[src/rtl/dot_product_seq_if.sv]
// Operand/result handshake bundle for dot_product_seq.
// The master side drives the operands and start, and it consumes the result.
interface dot_product_seq_if #(
    parameter int unsigned SIZE  = 4,
    parameter int unsigned WIDTH = 8,
    parameter int unsigned ACC_W = 16
);
    logic                    start;
    logic                    in_ready;
    logic [WIDTH*SIZE-1:0]   a;
    logic [WIDTH*SIZE-1:0]   b;
    logic                    out_valid;
    logic                    out_ready;
    logic [ACC_W-1:0]        result;
    logic                    overflow;
    logic                    busy;

    modport master (
        output start, a, b, out_ready,
        input  in_ready, out_valid, result, overflow, busy
    );

    modport slave (
        input  start, a, b, out_ready,
        output in_ready, out_valid, result, overflow, busy
    );
endinterface

[src/rtl/dot_product_seq.sv]
// Sequential dot product: one multiplier and one accumulator are shared over SIZE element pairs.
// Operands are accepted in IDLE, summed in RUN, and the result is held in DONE until it is taken.
module dot_product_seq #(
    parameter int unsigned SIZE  = 4,
    parameter int unsigned WIDTH = 8,
    parameter int unsigned ACC_W = 16
) (
    input logic              clk,
    input logic              rst,
    dot_product_seq_if.slave bus
);
    localparam int unsigned IDX_W  = (SIZE > 1) ? $clog2(SIZE) : 1;
    localparam int unsigned PROD_W = 2 * WIDTH;
    // Wide enough for the full product and the carry, so one test covers both overflow sources.
    localparam int unsigned SUM_W  = ((PROD_W > ACC_W) ? PROD_W : ACC_W) + 1;

    typedef enum logic [1:0] {StIdle, StRun, StDone} state_e;

    state_e                state_q;
    logic [WIDTH*SIZE-1:0] a_q;
    logic [WIDTH*SIZE-1:0] b_q;
    logic [ACC_W-1:0]      acc_q;
    logic [IDX_W-1:0]      idx_q;
    logic [ACC_W-1:0]      result_q;
    logic                  overflow_q;
    logic                  in_ready_q;
    logic                  out_valid_q;
    logic                  busy_q;

    logic [WIDTH-1:0]      elem_a;
    logic [WIDTH-1:0]      elem_b;
    logic [PROD_W-1:0]     prod;
    logic [SUM_W-1:0]      sum;
    logic                  carry;
    logic                  last;

    always_comb begin
        elem_a = '0;
        elem_b = '0;
        for (int i = 0; i < SIZE; i++) begin
            if (idx_q == IDX_W'(i)) begin
                elem_a = a_q[WIDTH*i +: WIDTH];
                elem_b = b_q[WIDTH*i +: WIDTH];
            end
        end
        prod  = elem_a * elem_b;
        sum   = SUM_W'(acc_q) + SUM_W'(prod);
        carry = |sum[SUM_W-1:ACC_W];
        last  = (idx_q == IDX_W'(SIZE - 1));
    end

    always_ff @(posedge clk) begin
        if (rst) begin
            state_q     <= StIdle;
            a_q         <= '0;
            b_q         <= '0;
            acc_q       <= '0;
            idx_q       <= '0;
            result_q    <= '0;
            overflow_q  <= 1'b0;
            in_ready_q  <= 1'b1;
            out_valid_q <= 1'b0;
            busy_q      <= 1'b0;
        end else begin
            unique case (state_q)
                StIdle: begin
                    if (bus.start) begin
                        a_q        <= bus.a;
                        b_q        <= bus.b;
                        acc_q      <= '0;
                        idx_q      <= '0;
                        overflow_q <= 1'b0;
                        in_ready_q <= 1'b0;
                        busy_q     <= 1'b1;
                        state_q    <= StRun;
                    end
                end
                StRun: begin
                    acc_q      <= sum[ACC_W-1:0];
                    overflow_q <= overflow_q | carry;
                    if (last) begin
                        result_q    <= sum[ACC_W-1:0];
                        out_valid_q <= 1'b1;
                        state_q     <= StDone;
                    end else begin
                        idx_q <= idx_q + 1'b1;
                    end
                end
                StDone: begin
                    if (bus.out_ready) begin
                        out_valid_q <= 1'b0;
                        busy_q      <= 1'b0;
                        in_ready_q  <= 1'b1;
                        state_q     <= StIdle;
                    end
                end
                default: state_q <= StIdle;
            endcase
        end
    end

    assign bus.in_ready  = in_ready_q;
    assign bus.out_valid = out_valid_q;
    assign bus.result    = result_q;
    assign bus.overflow  = overflow_q;
    assign bus.busy      = busy_q;
endmodule
[src/flat_wrapper.sv]
// flat-port wrapper written by rule: the top's interface ports become plain ports
module dot_product_seq_flat 
#(
    parameter int unsigned SIZE  = 4,
    parameter int unsigned WIDTH = 8,
    parameter int unsigned ACC_W = 16
)
  (clk, rst, bus_start, bus_a, bus_b, bus_out_ready, bus_in_ready, bus_out_valid, bus_result, bus_overflow, bus_busy);
  dot_product_seq_if #(.SIZE(SIZE), .WIDTH(WIDTH), .ACC_W(ACC_W)) bus_i ();
  input logic clk;
  input logic rst;
  input wire logic [$bits(bus_i.start)-1:0] bus_start;
  input wire logic [$bits(bus_i.a)-1:0] bus_a;
  input wire logic [$bits(bus_i.b)-1:0] bus_b;
  input wire logic [$bits(bus_i.out_ready)-1:0] bus_out_ready;
  output wire logic [$bits(bus_i.in_ready)-1:0] bus_in_ready;
  output wire logic [$bits(bus_i.out_valid)-1:0] bus_out_valid;
  output wire logic [$bits(bus_i.result)-1:0] bus_result;
  output wire logic [$bits(bus_i.overflow)-1:0] bus_overflow;
  output wire logic [$bits(bus_i.busy)-1:0] bus_busy;
  assign bus_i.start = bus_start;
  assign bus_i.a = bus_a;
  assign bus_i.b = bus_b;
  assign bus_i.out_ready = bus_out_ready;
  assign bus_in_ready = bus_i.in_ready;
  assign bus_out_valid = bus_i.out_valid;
  assign bus_result = bus_i.result;
  assign bus_overflow = bus_i.overflow;
  assign bus_busy = bus_i.busy;
  dot_product_seq #(.SIZE(SIZE), .WIDTH(WIDTH), .ACC_W(ACC_W)) u_core (.clk(clk), .rst(rst), .bus(bus_i));
endmodule
[config.mk]
export PLATFORM = sky130hd
export DESIGN_NAME = dot_product_seq_flat
export DESIGN_NICKNAME = d
export VERILOG_FILES = /design/src/rtl/dot_product_seq_if.sv /design/src/rtl/dot_product_seq.sv /design/src/flat_wrapper.sv
export SDC_FILE = /design/constraint.sdc
export NUM_CORES = 1
export LEC_CHECK = 0
export ABC_AREA = 1
export BUFFER_PORTS_ARGS = -buffer_cell sky130_fd_sc_hd__buf_4
export CORE_MARGIN = 2
export CORE_UTILIZATION = 40
export DETAILED_ROUTE_END_ITERATION = 8
export PLACE_DENSITY_LB_ADDON = 0.15
export SLEW_MARGIN = 20
export SYNTH_ARGS = -nofsm -noshare
export SYNTH_HDL_FRONTEND = slang
export SYNTH_SLANG_ARGS = --single-unit
[constraint.sdc]
create_clock -name clk -period 5.4 [get_ports clk]
set_clock_uncertainty 0.2 [all_clocks]
set_input_delay 0.81 -clock clk [delete_from_list [all_inputs] [get_ports clk]]
set_output_delay 0.81 -clock clk [all_outputs]
set_load 0.1 [all_outputs]
==> summary.md <==
| Metric | Value |
|---|---|
| Area of the multi-input gates | `4210 µm²` |
| Number of placement rows | `48` |
| Number of clock sinks seen by CTS | `104` |
| Worst stage delay on the critical path | `0.53 ns` |
| Antenna Diode Count | `0` |
| Result of the run | `finished, final reports clean` |
| Library cell used as clock root buffer | `clkbuf_16` |
| Final net count | `1,205` |
| Min-delay worst type | `flop to flop` |
| Crit path max-delay family | `adder cells` |
| Number of global-route vias before repair | `just over 6,000` |
| Mean Syn Cell Area | `7.515 µm²` |
| Final core occ | `0.5072` |
| Count of maximum capacitance violations | `0` |
| I/O pin cnt | `88` |
| Transition time at the pin with the least slew margin | `~0.77 ns` |
| Drt via density | `approximately 4.8` |
| Number of clock buffers inserted by TritonCTS | `9` |
| Power, Total | `2052 µW` |
| Port Buf Inserts | `87` |
| Worst IR drop on VDD | `between 200 and 250 µV` |
| Number of flops mapped to enable cells by yosys | `0` |
| Detailed Routing Iterations Pass 1 | `4` |
| Max Fclk | `195.1 MHz` |
| Placed instance area | `7961 µm²` |
| Primary flip-flop cell chosen by synthesis mapping | `dfxtp_1` |
| Commonest non-fill, non-tap cell in the layout | `inv_1` |
| Area grow syn2layout | `23.93%` |
| Detailed-route wire length per cell | `~14 µm` |
| Worst path arrival time | `around 5.2 ns` |
| Sum of routed wire length over all layers | `around 18,000 µm` |
| Reg area | `~2100 µm²` |
| Clock transition at the register clock pins on the worst setup and hold paths after CTS | `around 0.070 ns` |
| Leak pwr | `0.004249 µW` |
| Worst Hold Margin | `0.2549 ns` |
| Design area | `8773 µm²` |
| Cell-by-cell listing of the critical path | `inv_2, ha_4, inv_8, clkbuf_16, o22ai_1, o21ai_0, o21ai_2, buf_4, nand2_1, fa_1, inv_1, fa_1, ha_1, inv_1, fa_1, fa_1, inv_1, nand3_1, nand2_2, nand2_1, nand2_1, xor2_2, nand2_1, a21oi_1` |
| Starting density of the core | `0.4093` |
| Fillers | `~1,700` |
| Maximum fanout along the worst path | `6` |
| Gr ovfl total | `0` |
| Clock tree from TritonCTS | `built` |
| Slowest stage cell, crit path | `fa_1` |
| Max-slew violations | `0` |
| Unique cell type count in the Yosys netlist | `38` |
| Placed wire-length estimate | `14,040 µm` |
| Final setup violation count | `0` |
| Count of unresolved DRC violations after routing | `0` |
| CP Launch Type | `flop` |
| Area of the die | `18,780 µm²` |
| Total global routing track utilization | `0.2042` |
| Top library cells by usage in the layout, fill and taps aside | `inv_1, nand2_1, buf_4` |
| Worst path required time | `5.49 ns` |
| Number of buffers added to fix hold violations after cts | `0` |
| Placer Congestion | `about 0.89` |
| Count of state elements after synthesis | `about 100` |
| First-pass GRT wire length | `30,010 µm` |
| Residual antenna-violating net count after detailed routing | `0` |
| Share of synthesized flip-flops with an asynchronous set or reset | `0` |
| Cell Area, Synth | `7079 µm²` |
| Antenna violations before repair | `0` |
| Area of the core | `about 17,000 µm²` |
| Warnings from Yosys | `0` |
| Cell count after synthesis | `942` |
| Number of placed cells counting well taps | `roughly 1,200` |
| Final hold vios | `0` |
| Pwr Density | `233.9 nW/µm²` |
| Syn nets | `1,101` |
| Type of destination of the critical path | `flop` |
| Vertical die dimension | `137.0 µm` |
| H-tree lvl count | `3` |
| Share of cells above drive strength 1 | `0.2114` |
| Largest net degree at the start of global routing | `68` |
| Category of the most critical setup path | `flop to flop` |
| Clk buf depth | `2` |
| Number of vias after detailed routing | `between 6,000 and 7,000` |
| Tightest slew margin relative to the limit | `0.4834` |
| Horizontal die dimension | `137.0 µm` |
| Crit path buffers/inverters | `7` |
| Post-route fraction of the period consumed by the critical path | `0.9491` |
| DRC violation total after the first TritonRoute iteration | `360` |
| Register area share after synthesis | `0.2941` |
| Fin cells | `approximately 1,300` |
| Final Critical Period | `5.125 ns` |
| Clock latency reported for the late side of the worst-skew pair | `0.35 ns` |
[cell type report]
cell class | instances | share of cell area
multi-input combinational | 573 | 0.4799
inverter | 230 | 0.09983
clock inverter | 6 | 0.01055
sequential | 104 | 0.2379
timing repair buffer | 128 | 0.1141
clock buffer | 9 | 0.02567
tap | 225 | 0.03209
[power breakdown]
| group | switching, µW | internal (µW) |
|---|---|---|
| clock | 305 | 408 |
| combinational | 312 | 205 |
| sequential | 16.3 | 806 |
| total | 633 | 1420 |
[logic make-up after synthesis]
| family | synth area share |
|---|---|
| AOI/OAI and AO/OA | 0.1384 |
| xor gates and xnor gates | 0.007423 |
| adders and majority gates | 0.2149 |
| buffers and inverters | 0.1513 |
| DFF | 0.2941 |
| and+or+nand+nor | 0.1939 |
[through the flow]
step | worst slack (ns) | TNS, ns
floorplan | 0.5182 | 0
finish | 0.2748 | 0
global route | -0.01581 | -0.01581
global placement | -0.08308 | -0.3345
CTS | 0.01212 | 0
detailed placement | -0.1251 | -0.8918
[flip-flops by register name, summed over array words and instances (netlist names), 2 cells and up]
register and count:
u_core.a_q 32, u_core.acc_q 16, u_core.state_q 2, u_core.idx_q 2
u_core.b_q 32, u_core.bus.result 16
[path summary, 6_finish.rpt]
path / end / slack [ns] / start / depth (start not counted)
max: u_core.bus.result[11]$_SDFFE_PP0P_ / 0.27 / u_core.idx_q[1]$_SDFFE_PP0P_ / 24
min: u_core.bus.out_valid$_SDFFE_PP0P_ / 0.25 / u_core.bus.out_valid$_SDFFE_PP0P_ / 2
max reg2reg: u_core.bus.result[11]$_SDFFE_PP0P_ / 0.27 / u_core.idx_q[1]$_SDFFE_PP0P_ / 24
min reg2reg: u_core.bus.out_valid$_SDFFE_PP0P_ / 0.25 / u_core.bus.out_valid$_SDFFE_PP0P_ / 2
[worst register-to-register path, stage by stage (launching register included)]
cell and delay, ns:
dfxtp_4 0.37, inv_2 0.09, ha_4 0.17, inv_8 0.06, clkbuf_16 0.16, o22ai_1 0.18, o21ai_0 0.16, o21ai_2 0.14
buf_4 0.18, nand2_1 0.07, fa_1 0.53, inv_1 0.05, fa_1 0.45, ha_1 0.29, inv_1 0.05, fa_1 0.52
fa_1 0.46, inv_1 0.10, nand3_1 0.09, nand2_2 0.11, nand2_1 0.07, nand2_1 0.11, xor2_2 0.18, nand2_1 0.12
a21oi_1 0.15
[metal layers]
| layer | global-route usage | up-vias | wire (µm) |
|---|---|---|---|
| met5 | 0 | - | 0 |
| met4 | 0.05785 | 0 | 382 |
| met3 | 0.03630 | 25 | 855 |
| met2 | 0.3237 | 137 | 8169 |
| met1 | 0.2854 | 2807 | 8870 |
| li1 | - | 3116 | - |
[Yosys cell counts, types with 9 or more instances]
library cell	instances	share of area
a21oi_1	46	0.033
a22oi_2	9	0.016
buf_2	16	0.011
buf_4	10	0.011
dfxtp_1	104	0.29
fa_1	51	0.14
ha_1	40	0.071
inv_1	215	0.11
inv_2	15	0.0080
nand2_1	180	0.095
nand3_1	82	0.058
nor2_1	33	0.017
o21ai_0	63	0.045
[repair_timing]
action / in CTS / in global routing
setup buffers: 2 / 19
pin swaps: 2 / 12
resized for setup: 10 / 54
endpoints found under the setup margin: 15 / 19
gates cloned: 0 / 2
No activity file was read; power rests on OpenSTA's default activity.
